===== config.mk =====
export PLATFORM = sky130hd
export DESIGN_NAME = prog_loader_flat
export DESIGN_NICKNAME = d
export VERILOG_FILES = /design/src/rtl/prog_loader_if.sv /design/src/rtl/prog_loader.sv /design/src/flat_wrapper.sv
export SDC_FILE = /design/constraint.sdc
export NUM_CORES = 1
export LEC_CHECK = 0
export BUFFER_PORTS_ARGS = -buffer_cell sky130_fd_sc_hd__buf_2
export CORE_MARGIN = 4
export CORE_UTILIZATION = 55
export DETAILED_ROUTE_END_ITERATION = 10
export PLACE_DENSITY = 0.81
export SETUP_SLACK_MARGIN = 0.4
export SLEW_MARGIN = 20
export SYNTH_ARGS = -nofsm -noshare
export SYNTH_HDL_FRONTEND = slang
export SYNTH_SLANG_ARGS = --single-unit

===== constraint.sdc =====
create_clock -name clk -period 5.4 [get_ports clk]
set_clock_uncertainty 0.15 [all_clocks]
set_input_delay 0.81 -clock clk [delete_from_list [all_inputs] [get_ports clk]]
set_output_delay 0.81 -clock clk [all_outputs]
set_load 0.005 [all_outputs]

===== src/rtl/prog_loader_if.sv =====
// prog_loader_if: byte-stream and program-memory bus between the loader and
// its neighbours.
//   rx_data/rx_valid : byte from the serial receiver, no backpressure
//   ram_addr/ram_wdata/ram_we : program-memory address, write data, write strobe
//   ram_rdata        : program-memory read data, combinational from ram_addr
// The master modport is the loader side. The slave modport is the receiver and
// memory side.
interface prog_loader_if #(
  parameter int ADDR_W = 11,
  parameter int DATA_W = 16
);
  logic [7:0]        rx_data;
  logic              rx_valid;
  logic [ADDR_W-1:0] ram_addr;
  logic [DATA_W-1:0] ram_wdata;
  logic              ram_we;
  logic [DATA_W-1:0] ram_rdata;

  modport master (
    input  rx_data, rx_valid, ram_rdata,
    output ram_addr, ram_wdata, ram_we
  );

  modport slave (
    output rx_data, rx_valid, ram_rdata,
    input  ram_addr, ram_wdata, ram_we
  );
endinterface


===== src/rtl/prog_loader.sv =====
// prog_loader: receives a program image as a byte stream and writes it into
// program memory. It then hands the memory to the CPU.
// The stream is a 16-bit word count N, then N 16-bit words. Every field is
// sent low byte first.
//   clk, rst_n : clock, asynchronous active-low reset
//   start      : one-cycle pulse that begins or restarts a load from any state
//   cpu_addr   : CPU fetch address, used in RUN
//   instr      : fetched instruction in RUN, 0 (NOP) otherwise
//   cpu_en     : CPU clock enable, high only in RUN once the last write is done
//   busy, err  : load in progress, load failed (bad header or timeout)
//   word_cnt   : words written in the current load
//   bus        : receiver byte input and program-memory port
//
// state   | meaning
// IDLE    | after reset, waiting for start
// HDR_LO  | waiting for the low byte of N
// HDR_HI  | waiting for the high byte of N; N is range-checked here
// LD_LO   | waiting for the low byte of the next word
// LD_HI   | waiting for the high byte; the write goes out in the next cycle
// RUN     | image loaded; the CPU owns the memory address
// ERROR   | bad header or inter-byte timeout; held until start or reset
module prog_loader #(
  parameter int ADDR_W      = 11,
  parameter int DATA_W      = 16,
  parameter int TIMEOUT_CYC = 100000
) (
  input  logic              clk,
  input  logic              rst_n,
  input  logic              start,
  input  logic [ADDR_W-1:0] cpu_addr,
  output logic [DATA_W-1:0] instr,
  output logic              cpu_en,
  output logic              busy,
  output logic              err,
  output logic [ADDR_W:0]   word_cnt,
  prog_loader_if.master     bus
);
  localparam int TMO_W = (TIMEOUT_CYC > 1) ? $clog2(TIMEOUT_CYC) : 1;
  localparam logic [TMO_W-1:0] TMO_LOAD = TMO_W'(TIMEOUT_CYC - 1);
  localparam logic [16:0] MAX_N = 17'(2 ** ADDR_W);

  typedef enum logic [2:0] {
    S_IDLE, S_HDR_LO, S_HDR_HI, S_LD_LO, S_LD_HI, S_RUN, S_ERROR
  } state_t;

  state_t            state_q, state_d;
  logic [15:0]       hdr_q;
  logic [7:0]        lo_q;
  logic [ADDR_W-1:0] wptr_q;
  logic [ADDR_W:0]   cnt_q;
  logic [TMO_W-1:0]  tmo_q;
  logic              wr_pend_q;
  logic [DATA_W-1:0] wr_data_q;
  logic              accept;
  logic [16:0]       hdr_full;
  logic [16:0]       cnt_inc;

  assign busy     = (state_q == S_HDR_LO) || (state_q == S_HDR_HI) ||
                    (state_q == S_LD_LO)  || (state_q == S_LD_HI);
  // When start is asserted, a byte arriving in the same cycle is dropped.
  assign accept   = busy && bus.rx_valid && !start;
  assign hdr_full = {1'b0, bus.rx_data, hdr_q[7:0]};
  // The previous write has already committed before the next high byte can
  // arrive, so cnt_q is current here.
  assign cnt_inc  = 17'(cnt_q) + 17'd1;

  always_comb begin
    state_d = state_q;
    case (state_q)
      S_HDR_LO: if (accept) state_d = S_HDR_HI;
      S_HDR_HI: if (accept) state_d = (hdr_full == 17'd0 || hdr_full > MAX_N) ? S_ERROR : S_LD_LO;
      S_LD_LO:  if (accept) state_d = S_LD_HI;
      S_LD_HI:  if (accept) state_d = (cnt_inc == {1'b0, hdr_q}) ? S_RUN : S_LD_LO;
      default:  ;
    endcase
    // tmo_q is a down-counter. It is reloaded on every accepted byte, and the
    // load fails when a busy cycle with no byte sees it at zero.
    if (busy && !accept && tmo_q == '0) state_d = S_ERROR;
    if (start) state_d = S_HDR_LO;
  end

  always_ff @(posedge clk or negedge rst_n) begin
    if (!rst_n) begin
      state_q   <= S_IDLE;
      hdr_q     <= '0;
      lo_q      <= '0;
      wptr_q    <= '0;
      cnt_q     <= '0;
      tmo_q     <= '0;
      wr_pend_q <= 1'b0;
      wr_data_q <= '0;
    end else begin
      state_q   <= state_d;
      wr_pend_q <= 1'b0;
      if (start) begin
        wptr_q <= '0;
        cnt_q  <= '0;
        tmo_q  <= TMO_LOAD;
      end else begin
        if (wr_pend_q) begin
          wptr_q <= wptr_q + 1'b1;
          cnt_q  <= cnt_q + 1'b1;
        end
        if (accept) begin
          tmo_q <= TMO_LOAD;
          case (state_q)
            S_HDR_LO: hdr_q[7:0]  <= bus.rx_data;
            S_HDR_HI: hdr_q[15:8] <= bus.rx_data;
            S_LD_LO:  lo_q        <= bus.rx_data;
            S_LD_HI: begin
              wr_pend_q <= 1'b1;
              wr_data_q <= DATA_W'({bus.rx_data, lo_q});
            end
            default: ;
          endcase
        end else if (busy && tmo_q != '0) begin
          tmo_q <= tmo_q - 1'b1;
        end
      end
    end
  end

  // The final write takes place in the first RUN cycle. The CPU gets the
  // address and the clock enable only after that write.
  assign err           = (state_q == S_ERROR);
  assign cpu_en        = (state_q == S_RUN) && !wr_pend_q;
  assign bus.ram_we    = wr_pend_q;
  assign bus.ram_wdata = wr_data_q;
  assign bus.ram_addr  = cpu_en ? cpu_addr : wptr_q;
  assign instr         = cpu_en ? bus.ram_rdata : '0;
  assign word_cnt      = cnt_q;
endmodule


===== src/flat_wrapper.sv =====
// flat-port wrapper written by rule: the top's interface ports become plain ports
module prog_loader_flat 
#(
  parameter int ADDR_W      = 11,
  parameter int DATA_W      = 16,
  parameter int TIMEOUT_CYC = 100000
)
  (clk, rst_n, start, cpu_addr, instr, cpu_en, busy, err, word_cnt, bus_rx_data, bus_rx_valid, bus_ram_rdata, bus_ram_addr, bus_ram_wdata, bus_ram_we);
  prog_loader_if #(.ADDR_W(ADDR_W), .DATA_W(DATA_W)) bus_i ();
  input  logic clk;
  input  logic rst_n;
  input  logic start;
  input  logic [ADDR_W-1:0] cpu_addr;
  output logic [DATA_W-1:0] instr;
  output logic cpu_en;
  output logic busy;
  output logic err;
  output logic [ADDR_W:0] word_cnt;
  input wire logic [$bits(bus_i.rx_data)-1:0] bus_rx_data;
  input wire logic [$bits(bus_i.rx_valid)-1:0] bus_rx_valid;
  input wire logic [$bits(bus_i.ram_rdata)-1:0] bus_ram_rdata;
  output wire logic [$bits(bus_i.ram_addr)-1:0] bus_ram_addr;
  output wire logic [$bits(bus_i.ram_wdata)-1:0] bus_ram_wdata;
  output wire logic [$bits(bus_i.ram_we)-1:0] bus_ram_we;
  assign bus_i.rx_data = bus_rx_data;
  assign bus_i.rx_valid = bus_rx_valid;
  assign bus_i.ram_rdata = bus_ram_rdata;
  assign bus_ram_addr = bus_i.ram_addr;
  assign bus_ram_wdata = bus_i.ram_wdata;
  assign bus_ram_we = bus_i.ram_we;
  prog_loader #(.ADDR_W(ADDR_W), .DATA_W(DATA_W), .TIMEOUT_CYC(TIMEOUT_CYC)) u_core (.clk(clk), .rst_n(rst_n), .start(start), .cpu_addr(cpu_addr), .instr(instr), .cpu_en(cpu_en), .busy(busy), .err(err), .word_cnt(word_cnt), .bus(bus_i));
endmodule

==> results of run 1 <==
==> how the worst max path moves through the flow <==
stage | depth (start not counted) | slack, ns | to
2_1_floorplan | 5 | 2.54 | bus_ram_addr[7]
3_3_place_gp | 3 | 2.33 | bus_ram_addr[6]
3_5_place_dp | 4 | 2.26 | bus_ram_addr[1]
4_1_cts | 4 | 1.88 | bus_ram_addr[1]
5_1_grt | 5 | 2.01 | bus_ram_addr[10]
6_report | 5 | 2.19 | bus_ram_addr[9]
==> metal layers <==
layer	vias to the layer above	share of wire (%)	routed length, um	global-route usage (%)
li1	1747	-	-	-
met1	1768	44	4330	28.1
met2	119	50	4950	35.1
met3	8	5.6	559	3.93
met4	0	1.0	99	6.28
met5	-	0	0	0
==> Yosys cell counts, types with 3 or more instances <==
cell / instances / area [sq um]
sky130_fd_sc_hd__a21oi_1: 10 / 50.1
sky130_fd_sc_hd__a31oi_1: 3 / 18.8
sky130_fd_sc_hd__and2_1: 17 / 106
sky130_fd_sc_hd__and3_1: 7 / 43.8
sky130_fd_sc_hd__buf_2: 3 / 15.0
sky130_fd_sc_hd__clkbuf_1: 11 / 41.3
sky130_fd_sc_hd__dfrtp_1: 84 / 2100
sky130_fd_sc_hd__ha_1: 3 / 37.5
sky130_fd_sc_hd__inv_1: 8 / 30.0
sky130_fd_sc_hd__mux2_1: 12 / 135
sky130_fd_sc_hd__mux2_2: 24 / 270
sky130_fd_sc_hd__mux2i_1: 3 / 30.0
sky130_fd_sc_hd__nand2_1: 78 / 293
sky130_fd_sc_hd__nand3_1: 9 / 45.0
sky130_fd_sc_hd__nand4_1: 11 / 68.8
sky130_fd_sc_hd__nor2_1: 38 / 143
sky130_fd_sc_hd__nor2b_1: 3 / 18.8
sky130_fd_sc_hd__nor3_1: 15 / 75.1
sky130_fd_sc_hd__nor4_1: 6 / 37.5
sky130_fd_sc_hd__o21ai_0: 8 / 40.0
sky130_fd_sc_hd__o21ai_1: 5 / 25.0
sky130_fd_sc_hd__or3_1: 8 / 50.1
sky130_fd_sc_hd__xnor2_1: 23 / 201
sky130_fd_sc_hd__xor2_1: 19 / 166
==> worst register-to-register path, delay by kind of cell, from the launching register on <==
family | cells | cell delay, ns
compound gates | 2 | 0.32
fa+ha+maj | 1 | 0.34
flops | 1 | 0.54
simple gates | 4 | 1.26
==> final cells by class <==
cell class | count | area, sq um
Tap cell | 102 | 128
Fill cell | 653 | 2650
Sequential cell | 84 | 2100
Clock inverter | 5 | 30.0
Inverter | 11 | 41.3
Multi-Input combinational cell | 340 | 2230
Clock buffer | 10 | 128
Timing Repair Buffer | 98 | 503
==> logic make-up (layout without fill, tap and decap cells) <==
family,after synthesis,in the layout
and+or+nand+nor,211,211
DFF,84,84
AOI/OAI and AO/OA,45,45
xor gates and xnor gates,42,42
muxes,39,39
buffers and inverters,30,124
adders and majority gates,3,3
==> sequential cells by signal, indices dropped and copies added, names as in the netlist <==
name / cells
u_core.tmo_q: 17
u_core.bus.ram_wdata: 16
u_core.hdr_q: 16
u_core.word_cnt: 12
u_core.wptr_q: 11
u_core.lo_q: 8
u_core.state_q: 3
u_core.bus.ram_we: 1
==> through the flow <==
stage / instances / power (W) / setup WS, ns
finish: 650 / 0.00145 / 2.19
global route: 650 / 0.00153 / 2.01
CTS: 649 / 0.00146 / 1.88
detailed placement: 634 / 0.00108 / 2.26
global placement: 634 / 0.00107 / 2.33
floorplan: 454 / 0.000974 / 2.54
==> power breakdown <==
part / internal [W] / switching (W) / leakage, nW
Combinational: 0.000144 / 0.000129 / 1.29
Clock: 0.000162 / 0.000216 / 0.0779
Sequential: 0.000722 / 0.0000784 / 1.07
==> results.md, run 1 <==
* Run status: finished clean
* Worst-case register-to-register setup slack at ~2.7 ns
* Post-CTS Hold Fix Bufs at 0
* Cell Area, Synth at 4460 sq um
* Adder-cell share of the synthesized area at 0.842%
* Most used DFF post-synth: sky130_fd_sc_hd__dfrtp_1
* Post-synthesis compound-gate area fraction at under 10%
* Post-Synthesis Mean Instance Area at between 9 and 10 sq um
* Top-level port count at 98
* Share of synthesized flip-flops with an asynchronous set or reset at 100%
* Power density over cell area at roughly 280 nW/um^2
* Achievable frequency at 312 MHz
* Count of unresolved DRC violations after routing at 0
* Total gr overflow at 0
* Placement-stage cell area at 4990 sq um
* Path class of the lowest-slack min-delay path: flip-flop to flip-flop
* Worst reg2reg endpoint: u_core.state_q[2]$_DFFE_PN0P_
* Max FO, Critical Path at 19
* Worst-path cell chain: inv_2 > nor4_4 > buf_6 > mux2_1 > buf_2
* Number of storage elements in the synthesis netlist at 84
* Worst R2R Path Depth at 7
* Sum of net half-perimeters after detailed placement at ~7100 um
* Total of endpoints with negative setup slack in the final report at 0
* Time the final worst path needs with I/O delays and setup at 3.21 ns
* Post-synthesis net count at just under 500
* Area growth syn-to-layout at 15.8%
* Finished Core Util at 66.1%
* Unrepaired setup endpoints after global routing: false
* Floorplan core area at between 7000 and 8000 sq um
* Worst hold slack at 0.319 ns
* Router iterations before antenna repair at 5
* Via count of the routed design at roughly 3.6k
* Delay of the slowest critical-path stage at ~0.54 ns
* Simple-gate share of the synthesized area at a little under a quarter
* Number of rows created at floorplan at 32
* Worst path bufs/invs at 3
* Setup Buffers After CTS at 0
* Nature of the critical path startpoint: flip-flop
* TritonCTS clock tree: yes
* EDFF count, synth at 0
* Depth of the worst hold-timing path at 2
* Number of buffers added by the clock tree synthesis step at 9
* Global-route wire length before repair at between 15000 and 20000 um
* Routed vias/inst at roughly 5.6
* Largest delay share family, worst path: simple AND/OR/NAND/NOR gates
* Final hold violation count at 0
* Weighted congestion reported at the end of routability-driven placement at 0.894
* Max stage delay cell, worst path: sky130_fd_sc_hd__nor4_4
* Count of maximum capacitance violations at 0
* Capture endpoint of the worst hold path: u_core.bus.ram_wdata[3]$_DFFE_PN0P_
* Commonest non-fill, non-tap cell in the layout: sky130_fd_sc_hd__buf_2
* Via count of the first global-routing pass at around 3.5k
* Leakage power figure at 2.44 nW
* Portion of netlist area occupied by mux cells at roughly 9.8%
* Top library cells by usage in the layout, fill and taps aside: 96 x sky130_fd_sc_hd__buf_2, 84 x sky130_fd_sc_hd__dfrtp_1, 78 x sky130_fd_sc_hd__nand2_1
* Number of distinct library cells after synthesis at 60
* Clock-pin slew of the registers on the worst-case setup and hold paths at approximately 0.080 ns
* Count of instances resized after the clock tree is built at 0
* Yosys synthesis warning count at 0
* Post-route setup TNS at 0 ns
* Starting utilization of the core area at roughly 57%
* Total count of max-transition violations in the final report at 0
* Headroom to the max-slew limit at 42.1%
* Clock Sinks at between 80 and 90
* Initial DRC Count at approximately 240
* Slew at the pin closest to its max-slew limit at between 0.8 and 0.9 ns
* Post-route antenna net violation count at 0
* Finished Cell Area at 5160 sq um
* Crit path from: u_core.state_q[0]$_DFFE_PN0P_
* Inserted Diodes at 0
* Start point of the worst hold path: u_core.lo_q[3]$_DFFE_PN0P_
* Final net count at 586
* Initial antenna violation count at 0
* Horizontal die dimension at around 98 um
* Total die area at about 9600 sq um
* Average wire per standard cell at ~15 um
* Buffer levels on the longest clock path at 2
* # port buffers at 97
* Required time at the worst-slack endpoint at roughly 4.4 ns
* Number of instances in the synthesized netlist at 454
* Critical path start-end classification: flip-flop to primary output
* Worst-case vdd ir drop at around 220 uV
* Dominant combinational cell family by area after synthesis: simple AND/OR/NAND/NOR gates
* Data arrival, critical path at around 2.3 ns
* Fraction of final layout cells sized beyond drive strength 1 at 27.6%
* Post-synthesis share of cell area spent on xor and xnor gates at under 10%
* Maximum number of pins on one net before global-route repair at 85
* Part of the Yosys area used for sequential elements at between 40 and 50%
* Overall routed net length at between 9000 and 10000 um
* Source of the worst register-to-register timing path: u_core.word_cnt[0]$_DFFE_PN0P_
* Period utilisation layout at 59.4%
* Clock root buffer master: sky130_fd_sc_hd__clkbuf_8
* Total GRT Usage at roughly a fifth
* CP endpoint kind: primary output
* Die Ht at 98.0 um
* H-tree depth reported by CTS at 3
* Clock insertion delay at the later pin of the skew report at ~0.34 ns
Note: power is estimated with default switching activity, not from simulation.
==> run 2: changes to the inputs <==
Settings changed: ABC_AREA set to 1, CORE_UTILIZATION 55 to 49, PLACE_DENSITY 0.81 to 0.76.
Clock period 5.4 ns to 2.8 ns, I/O delays scaled along.
==> run 2 against run 1 <==
Global-route usage rose by 0.62 points; synthesized area rose by 0.79%; via count rose by 17%; highest routed layer unchanged; synthesized cell count rose by 32%.
==> results.md, run 2 <==
* Total count of max-transition violations in the final report at 0
* Critical path start-end classification: flip-flop to primary output
* Starting utilization of the core area at between 50 and 60%
* Weighted congestion reported at the end of routability-driven placement at approximately 0.9
* Maximum number of pins on one net before global-route repair at 53
* Power density over cell area at 660 nW/um^2
* Most frequent cell after synthesis: sky130_fd_sc_hd__nand2_1
* Number of storage elements in the synthesis netlist at 84
* Part of the Yosys area used for sequential elements at ~47%
* Crit path from: u_core.state_q[1]$_DFFE_PN0P_
* Achievable frequency at approximately 440 MHz
* Number of buffers added by the clock tree synthesis step at 9
* Unrepaired setup endpoints after global routing: false
* Delay of the slowest critical-path stage at 0.42 ns
* Inserted Diodes at 0
* Leakage power figure at 2.85 nW
* Required time at the worst-slack endpoint at between 2 and 2.5 ns
* Count of maximum capacitance violations at 0
* Fraction of synthesized cell area taken by the top area cell type at 46.8%
* Count of unresolved DRC violations after routing at 0
* Data arrival, critical path at ~1.7 ns
* Post-synthesis net count at between 600 and 700
* Top library cells by usage in the layout, fill and taps aside: 167 x sky130_fd_sc_hd__nand2_1, 98 x sky130_fd_sc_hd__buf_2, 83 x sky130_fd_sc_hd__dfrtp_1
* Final hold violation count at 0
* Die Ht at roughly 100 um
* Headroom to the max-slew limit at between 50% and 60%
* TritonCTS clock tree: yes
* Source of the worst register-to-register timing path: u_core.tmo_q[0]$_DFFE_PN0P_
* Number of rows created at floorplan at 34
* Number of instances in the synthesized netlist at 598
* Area growth syn-to-layout at 20.5%
* Top-level port count at a little under 100
* Initial DRC Count at roughly 250
* Run status: finished clean
* H-tree depth reported by CTS at 3
* Buffer levels on the longest clock path at 2
* Cell types with the largest area share after synthesis: sky130_fd_sc_hd__dfrtp_1 47%, sky130_fd_sc_hd__nand2_1 14%, sky130_fd_sc_hd__inv_1 6.7%
* Overall routed net length at between 10000 and 15000 um
* Worst hold slack at around 0.23 ns
* Clock root buffer master: sky130_fd_sc_hd__clkbuf_8
* Path class of the lowest-slack min-delay path: input port to flip-flop
* Largest reg by FF count: u_core.tmo_q
* Total gr overflow at 0
* Sum of net half-perimeters after detailed placement at approximately 8400 um
* Time the final worst path needs with I/O delays and setup at between 2 and 2.5 ns
* Yosys synthesis warning count at 0
* Average wire per standard cell at roughly 14 um
* Initial antenna violation count at 0
* Global-route wire length before repair at ~19000 um
* Worst-case vdd ir drop at 459 uV
* Setup slack of the critical path after layout at approximately 0.53 ns
* Clock-pin slew of the registers on the worst-case setup and hold paths at roughly 0.09 ns
* Total of endpoints with negative setup slack in the final report at 0
* Start point of the worst hold path: start
* Top post-synthesis cells by count: 168 x sky130_fd_sc_hd__nand2_1, 84 x sky130_fd_sc_hd__dfrtp_1, 80 x sky130_fd_sc_hd__inv_1
* Commonest non-fill, non-tap cell in the layout: sky130_fd_sc_hd__nand2_1
* Post-route setup TNS at 0 ns
* Total Power at 0.00357 W
* Slew at the pin closest to its max-slew limit at 0.678 ns
* Worst-path cell chain: inv_2 > nand2_2 > nor3_4 > buf_6 > nand2_1 > o21ai_0 > buf_2
* Routed vias/inst at about 5.2
* Nature of the critical path startpoint: flip-flop
* Router iterations before antenna repair at 5
* Largest register FFs at 17
* Via count of the first global-routing pass at about 4.0k
* Via count of the routed design at about 4.3k
* Number of distinct library cells after synthesis at 38
* Period utilisation layout at roughly 81%
* Share of synthesized flip-flops with an asynchronous set or reset at between 90% and 100%
* EDFF count, synth at 0
* Top cell type by total area after synthesis: sky130_fd_sc_hd__dfrtp_1
* CP endpoint kind: primary output
* Horizontal die dimension at 104 um
* Cell Area, Synth at 4490 sq um
* Total die area at about 11000 sq um
* Post-route antenna net violation count at 0
* Most used DFF post-synth: sky130_fd_sc_hd__dfrtp_1
* # port buffers at 97
* Fraction of final layout cells sized beyond drive strength 1 at about 22%
* Max stage delay cell, worst path: sky130_fd_sc_hd__dfrtp_1
* Clock Sinks at between 80 and 90
* Largest delay share family, worst path: flip-flops
* Final net count at approximately 750
* Clock insertion delay at the later pin of the skew report at about 0.37 ns
* Setup WS pre-CTS at roughly 0.58 ns
* Worst path bufs/invs at 3
* Max FO, Critical Path at 6
* Post-Synthesis Mean Instance Area at 7.51 sq um
* Floorplan core area at about 8800 sq um
* Fill cell count at 747
* Total GRT Usage at approximately 22%
-- run 2: changes by cell type in the layout (fill, tap and decap cells not counted), sizes merged, moves of 15 or more --
cell	delta
nor2	+35
and2	-15
xor2	-16
nand2	+96
inv	+79
o21ai	+51
mux2	-36
nand3	+26
xnor2	-19
-- run 2: worst reg2reg max path: cells and delay by family (launching register included) --
family / cells / cell delay, ns
and+or+nand+nor: 9 / 1.08
DFF: 1 / 0.38
buffers and inverters: 1 / 0.12
AOI/OAI and AO/OA: 1 / 0.07
adders and majority gates: 1 / 0.23
-- run 2: report_power, final --
group	switching (W)	internal [W]
registers	0.000201	0.00147
clock network	0.000486	0.000518
logic	0.000509	0.000384
-- run 2: cells by family (layout without fill, tap and decap cells) --
family | after synthesis | in the layout | synth area share (%)
AND/OR/NAND/NOR | 314 | 314 | 30.0
buffers and inverters | 98 | 211 | 8.44
AO/OA/AOI/OAI | 89 | 89 | 11.1
flip-flops | 84 | 84 | 46.8
XOR/XNOR | 10 | 10 | 2.87
adder cells (fa/ha/maj) | 3 | 3 | 0.836
-- run 2: layout make-up --
cell class                 instances  area, sq um  share of cell area [%]
inverter                          87          329                    6.08
timing repair buffer             108          584                    10.8
multi-input combinational        416         2030                    37.5
clock inverter                     7          106                    1.96
sequential                        84         2100                    38.8
tap                              108          135                    2.50
clock buffer                       9          124                    2.29
-- run 2: metrics by stage --
stage                     util, %  instances  area (sq um)
after global placement       58.1        797          5120
after detailed placement     58.1        797          5120
after floorplan                 -        598          4490
final                        61.5        819          5410
after CTS                    60.9        814          5360
after global routing         61.5        819          5410
-- run 2: path summary, 6_finish.rpt --
check	slack [ns]	depth (start not counted)	to
worst min-delay path	0.23	2	u_core.wptr_q[8]$_DFFE_PN0P_
min in group asynchronous	0.49	2	u_core.hdr_q[11]$_DFFE_PN0P_
worst max-delay path	0.53	7	bus_ram_addr[3]
max in group asynchronous	1.41	3	u_core.lo_q[1]$_DFFE_PN0P_
worst max register to register	0.64	12	u_core.state_q[0]$_DFFE_PN0P_
worst min register to register	0.33	2	u_core.bus.ram_wdata[1]$_DFFE_PN0P_
-- run 2: timing repair --
item / CTS / global route
pin swaps: 0 / 1
setup endpoints to repair: 19 / 22
setup buffers: 0 / 3
hold endpoints to repair: 51 / 0
gates resized for setup: 2 / 7
gates cloned: 0 / 2
hold buffers: 1 / 0
-- run 2: routing by layer --
| layer | vias up | part of all wire (%) | track usage, % |
|---|---|---|---|
| met5 | - | 0 | 0 |
| met4 | 0 | 2.3 | 8.64 |
| met3 | 21 | 6.8 | 5.22 |
| met2 | 153 | 48 | 35.8 |
| met1 | 1966 | 43 | 27.5 |
| li1 | 2120 | - | - |
==> run 3: changes to the inputs <==
Clock period 2.8 ns to 2 ns, I/O delays scaled along.
==> run 3 against run 2 <==
The flow now finishes with violations (negative setup slack); sequential share of layout area fell by 9.6 points; worst setup slack lost 0.75 ns; core utilization up 20 points; design area is 33% higher; critical endpoint is now u_core.tmo_q[14]$_DFFE_PN0P_; clock-buffer cell count did not move; highest routed layer unchanged; non-clock buffer count grew 81; total power grew 76%; cell count up 10%; clock power grew 29%; first-iteration DRC count is 110% higher; die area is the same.
==> results.md, run 3 (synthesis results as in run 2) <==
* Path class of the lowest-slack min-delay path: input port to flip-flop
* Fill cell count at 470
* Sum of net half-perimeters after detailed placement at ~8400 um
* Total count of max-transition violations in the final report at 0
* Achievable frequency at 449 MHz
* Largest reg by FF count: u_core.tmo_q
* Number of buffers added by the clock tree synthesis step at 9
* Power density over cell area at 872 nW/um^2
* Setup slack of the critical path after layout at -0.226 ns
* Post-route antenna net violation count at 0
* Clock-pin slew of the registers on the worst-case setup and hold paths at ~0.10 ns
* # port buffers at 97
* Run status: finished with violations
* Router iterations before antenna repair at 5
* Horizontal die dimension at roughly 100 um
* Average wire per standard cell at around 20 um
* Total of endpoints with negative setup slack in the final report at slightly below 60
* Critical path start-end classification: flip-flop to flip-flop
* TritonCTS clock tree: yes
* Nature of the critical path startpoint: flip-flop
* Global-route wire length before repair at approximately 24000 um
* Commonest non-fill, non-tap cell in the layout: sky130_fd_sc_hd__nand2_1
* Total die area at approximately 11000 sq um
* Top-level port count at 98
* Finished Core Util at between 80% and 90%
* Setup WS pre-CTS at -0.0293 ns
* Count of unresolved DRC violations after routing at 0
* Cell Count, Final, Fillers Out at roughly 900
* Die Ht at ~100 um
* Buffer levels on the longest clock path at 2
* Area growth syn-to-layout at 60.4%
* Data arrival, critical path at between 2 and 2.5 ns
* Headroom to the max-slew limit at between 50% and 60%
* Unrepaired setup endpoints after global routing: true
* Weighted congestion reported at the end of routability-driven placement at 0.935
* Overall routed net length at about 18000 um
* Initial antenna violation count at 0
* H-tree depth reported by CTS at 3
* Total gr overflow at 0
* Floorplan core area at approximately 9000 sq um
* Fraction of final layout cells sized beyond drive strength 1 at roughly half
* Routed vias/inst at between 5 and 6
* Slew at the pin closest to its max-slew limit at 0.596 ns
* Worst-case vdd ir drop at ~710 uV
* Required time at the worst-slack endpoint at ~2.2 ns
* Total Power at 0.00629 W
* CP endpoint kind: flip-flop
* Inserted Diodes at 0
* Violated checks: negative setup slack
* Maximum number of pins on one net before global-route repair at 37
* Time the final worst path needs with I/O delays and setup at between 2 and 2.5 ns
* Max FO, Critical Path at 3
* Via count of the first global-routing pass at 5044
* Number of rows created at floorplan at 34
* Total GRT Usage at between 20% and 30%
* Clock root buffer master: sky130_fd_sc_hd__clkbuf_8
* Initial DRC Count at about 530
* Largest register FFs at 17
* Final hold violation count at 0
* Top library cells by usage in the layout, fill and taps aside: 103 x sky130_fd_sc_hd__nand2_1, 94 x sky130_fd_sc_hd__buf_2, 80 x sky130_fd_sc_hd__dfrtp_1
* Leakage power figure at roughly 3.6 nW
* Via count of the routed design at 5384
* Cell total after placement at 810
* Post-route setup TNS at -3.37 ns
* Count of maximum capacitance violations at 0
* Clock Sinks at between 80 and 90
* Final net count at 831
* Clock insertion delay at the later pin of the skew report at a little under 0.4 ns
* Starting utilization of the core area at between 50 and 60%
* Period utilisation layout at 111%
-- run 3: cell count changes in the layout (fill, tap and decap cells not counted), moves of 10 or more --
cell,delta
sky130_fd_sc_hd__buf_4,+38
sky130_fd_sc_hd__nor3_1,-10
sky130_fd_sc_hd__buf_6,+32
sky130_fd_sc_hd__nor2_4,+12
sky130_fd_sc_hd__o21ai_0,-39
sky130_fd_sc_hd__nor2_2,+17
sky130_fd_sc_hd__o21ai_2,+20
sky130_fd_sc_hd__o21ai_1,+18
sky130_fd_sc_hd__nor2_1,-29
sky130_fd_sc_hd__inv_1,-10
sky130_fd_sc_hd__nand2_1,-64
sky130_fd_sc_hd__nand2_2,+34
sky130_fd_sc_hd__nand2_4,+26
-- run 3: repair_timing --
item	CTS	global route
cloned	4	3
buffers inserted	51	17
hold buffers	1	0
resized for setup	194	108
setup endpoints to repair	96	98
endpoints found under the hold margin	29	0
pin swaps	46	34
-- run 3: metal layers --
layer	vias up	wire, um	track usage, %
li1	2292	-	-
met1	2559	6230	31.4
met2	398	9060	48.9
met3	135	1740	7.40
met4	0	1440	14.1
met5	-	0	0
-- run 3: power by group --
| part | internal, W | switching [W] |
|---|---|---|
| Clock | 0.000497 | 0.000790 |
| Sequential | 0.00206 | 0.000438 |
| Combinational | 0.00117 | 0.00133 |
-- run 3: layout make-up --
| class | count | area (sq um) | share of cell area [%] |
|---|---|---|---|
| sequential | 84 | 2110 | 29.2 |
| clock buffer | 9 | 124 | 1.72 |
| multi-input combinational | 418 | 2910 | 40.3 |
| inverter | 87 | 347 | 4.81 |
| tap | 108 | 135 | 1.88 |
| timing repair buffer | 189 | 1510 | 21.0 |
| clock inverter | 7 | 76.3 | 1.06 |
-- run 3: worst max-delay path, cell delays in order, from the launching register on --
cell	delay, ns
sky130_fd_sc_hd__dfrtp_1	0.42
sky130_fd_sc_hd__inv_2	0.10
sky130_fd_sc_hd__ha_4	0.15
sky130_fd_sc_hd__nand3_4	0.09
sky130_fd_sc_hd__nor2_4	0.14
sky130_fd_sc_hd__buf_4	0.13
sky130_fd_sc_hd__buf_6	0.08
sky130_fd_sc_hd__buf_6	0.10
sky130_fd_sc_hd__inv_2	0.04
sky130_fd_sc_hd__nor4_4	0.16
sky130_fd_sc_hd__nand2_2	0.12
sky130_fd_sc_hd__nor3_4	0.26
sky130_fd_sc_hd__o21ai_2	0.10
sky130_fd_sc_hd__a21oi_2	0.12
-- run 3: path summary, 6_finish.rpt --
| check | to | slack (ns) | depth (start not counted) | startpoint |
|---|---|---|---|---|
| max | u_core.tmo_q[14]$_DFFE_PN0P_ | -0.23 | 13 | u_core.tmo_q[1]$_DFFE_PN0P_ |
| min | u_core.wptr_q[8]$_DFFE_PN0P_ | 0.10 | 2 | start |
| max reg2reg | u_core.tmo_q[14]$_DFFE_PN0P_ | -0.23 | 13 | u_core.tmo_q[1]$_DFFE_PN0P_ |
| min reg2reg | u_core.bus.ram_wdata[4]$_DFFE_PN0P_ | 0.34 | 2 | u_core.bus.ram_wdata[4]$_DFFE_PN0P_ |
| max in group asynchronous | u_core.word_cnt[2]$_DFFE_PN0P_ | 0.83 | 3 | rst_n |
| min in group asynchronous | u_core.bus.ram_wdata[7]$_DFFE_PN0P_ | 0.24 | 2 | rst_n |
-- run 3: metrics by stage --
stage / hold WS, ns / area, sq um
6_report: 0.100 / 7210
5_1_grt: 0.102 / 7210
4_1_cts: 0.0975 / 6580
3_5_place_dp: 0.116 / 5280
3_3_place_gp: 0.111 / 5280
2_1_floorplan: -0.146 / 4610
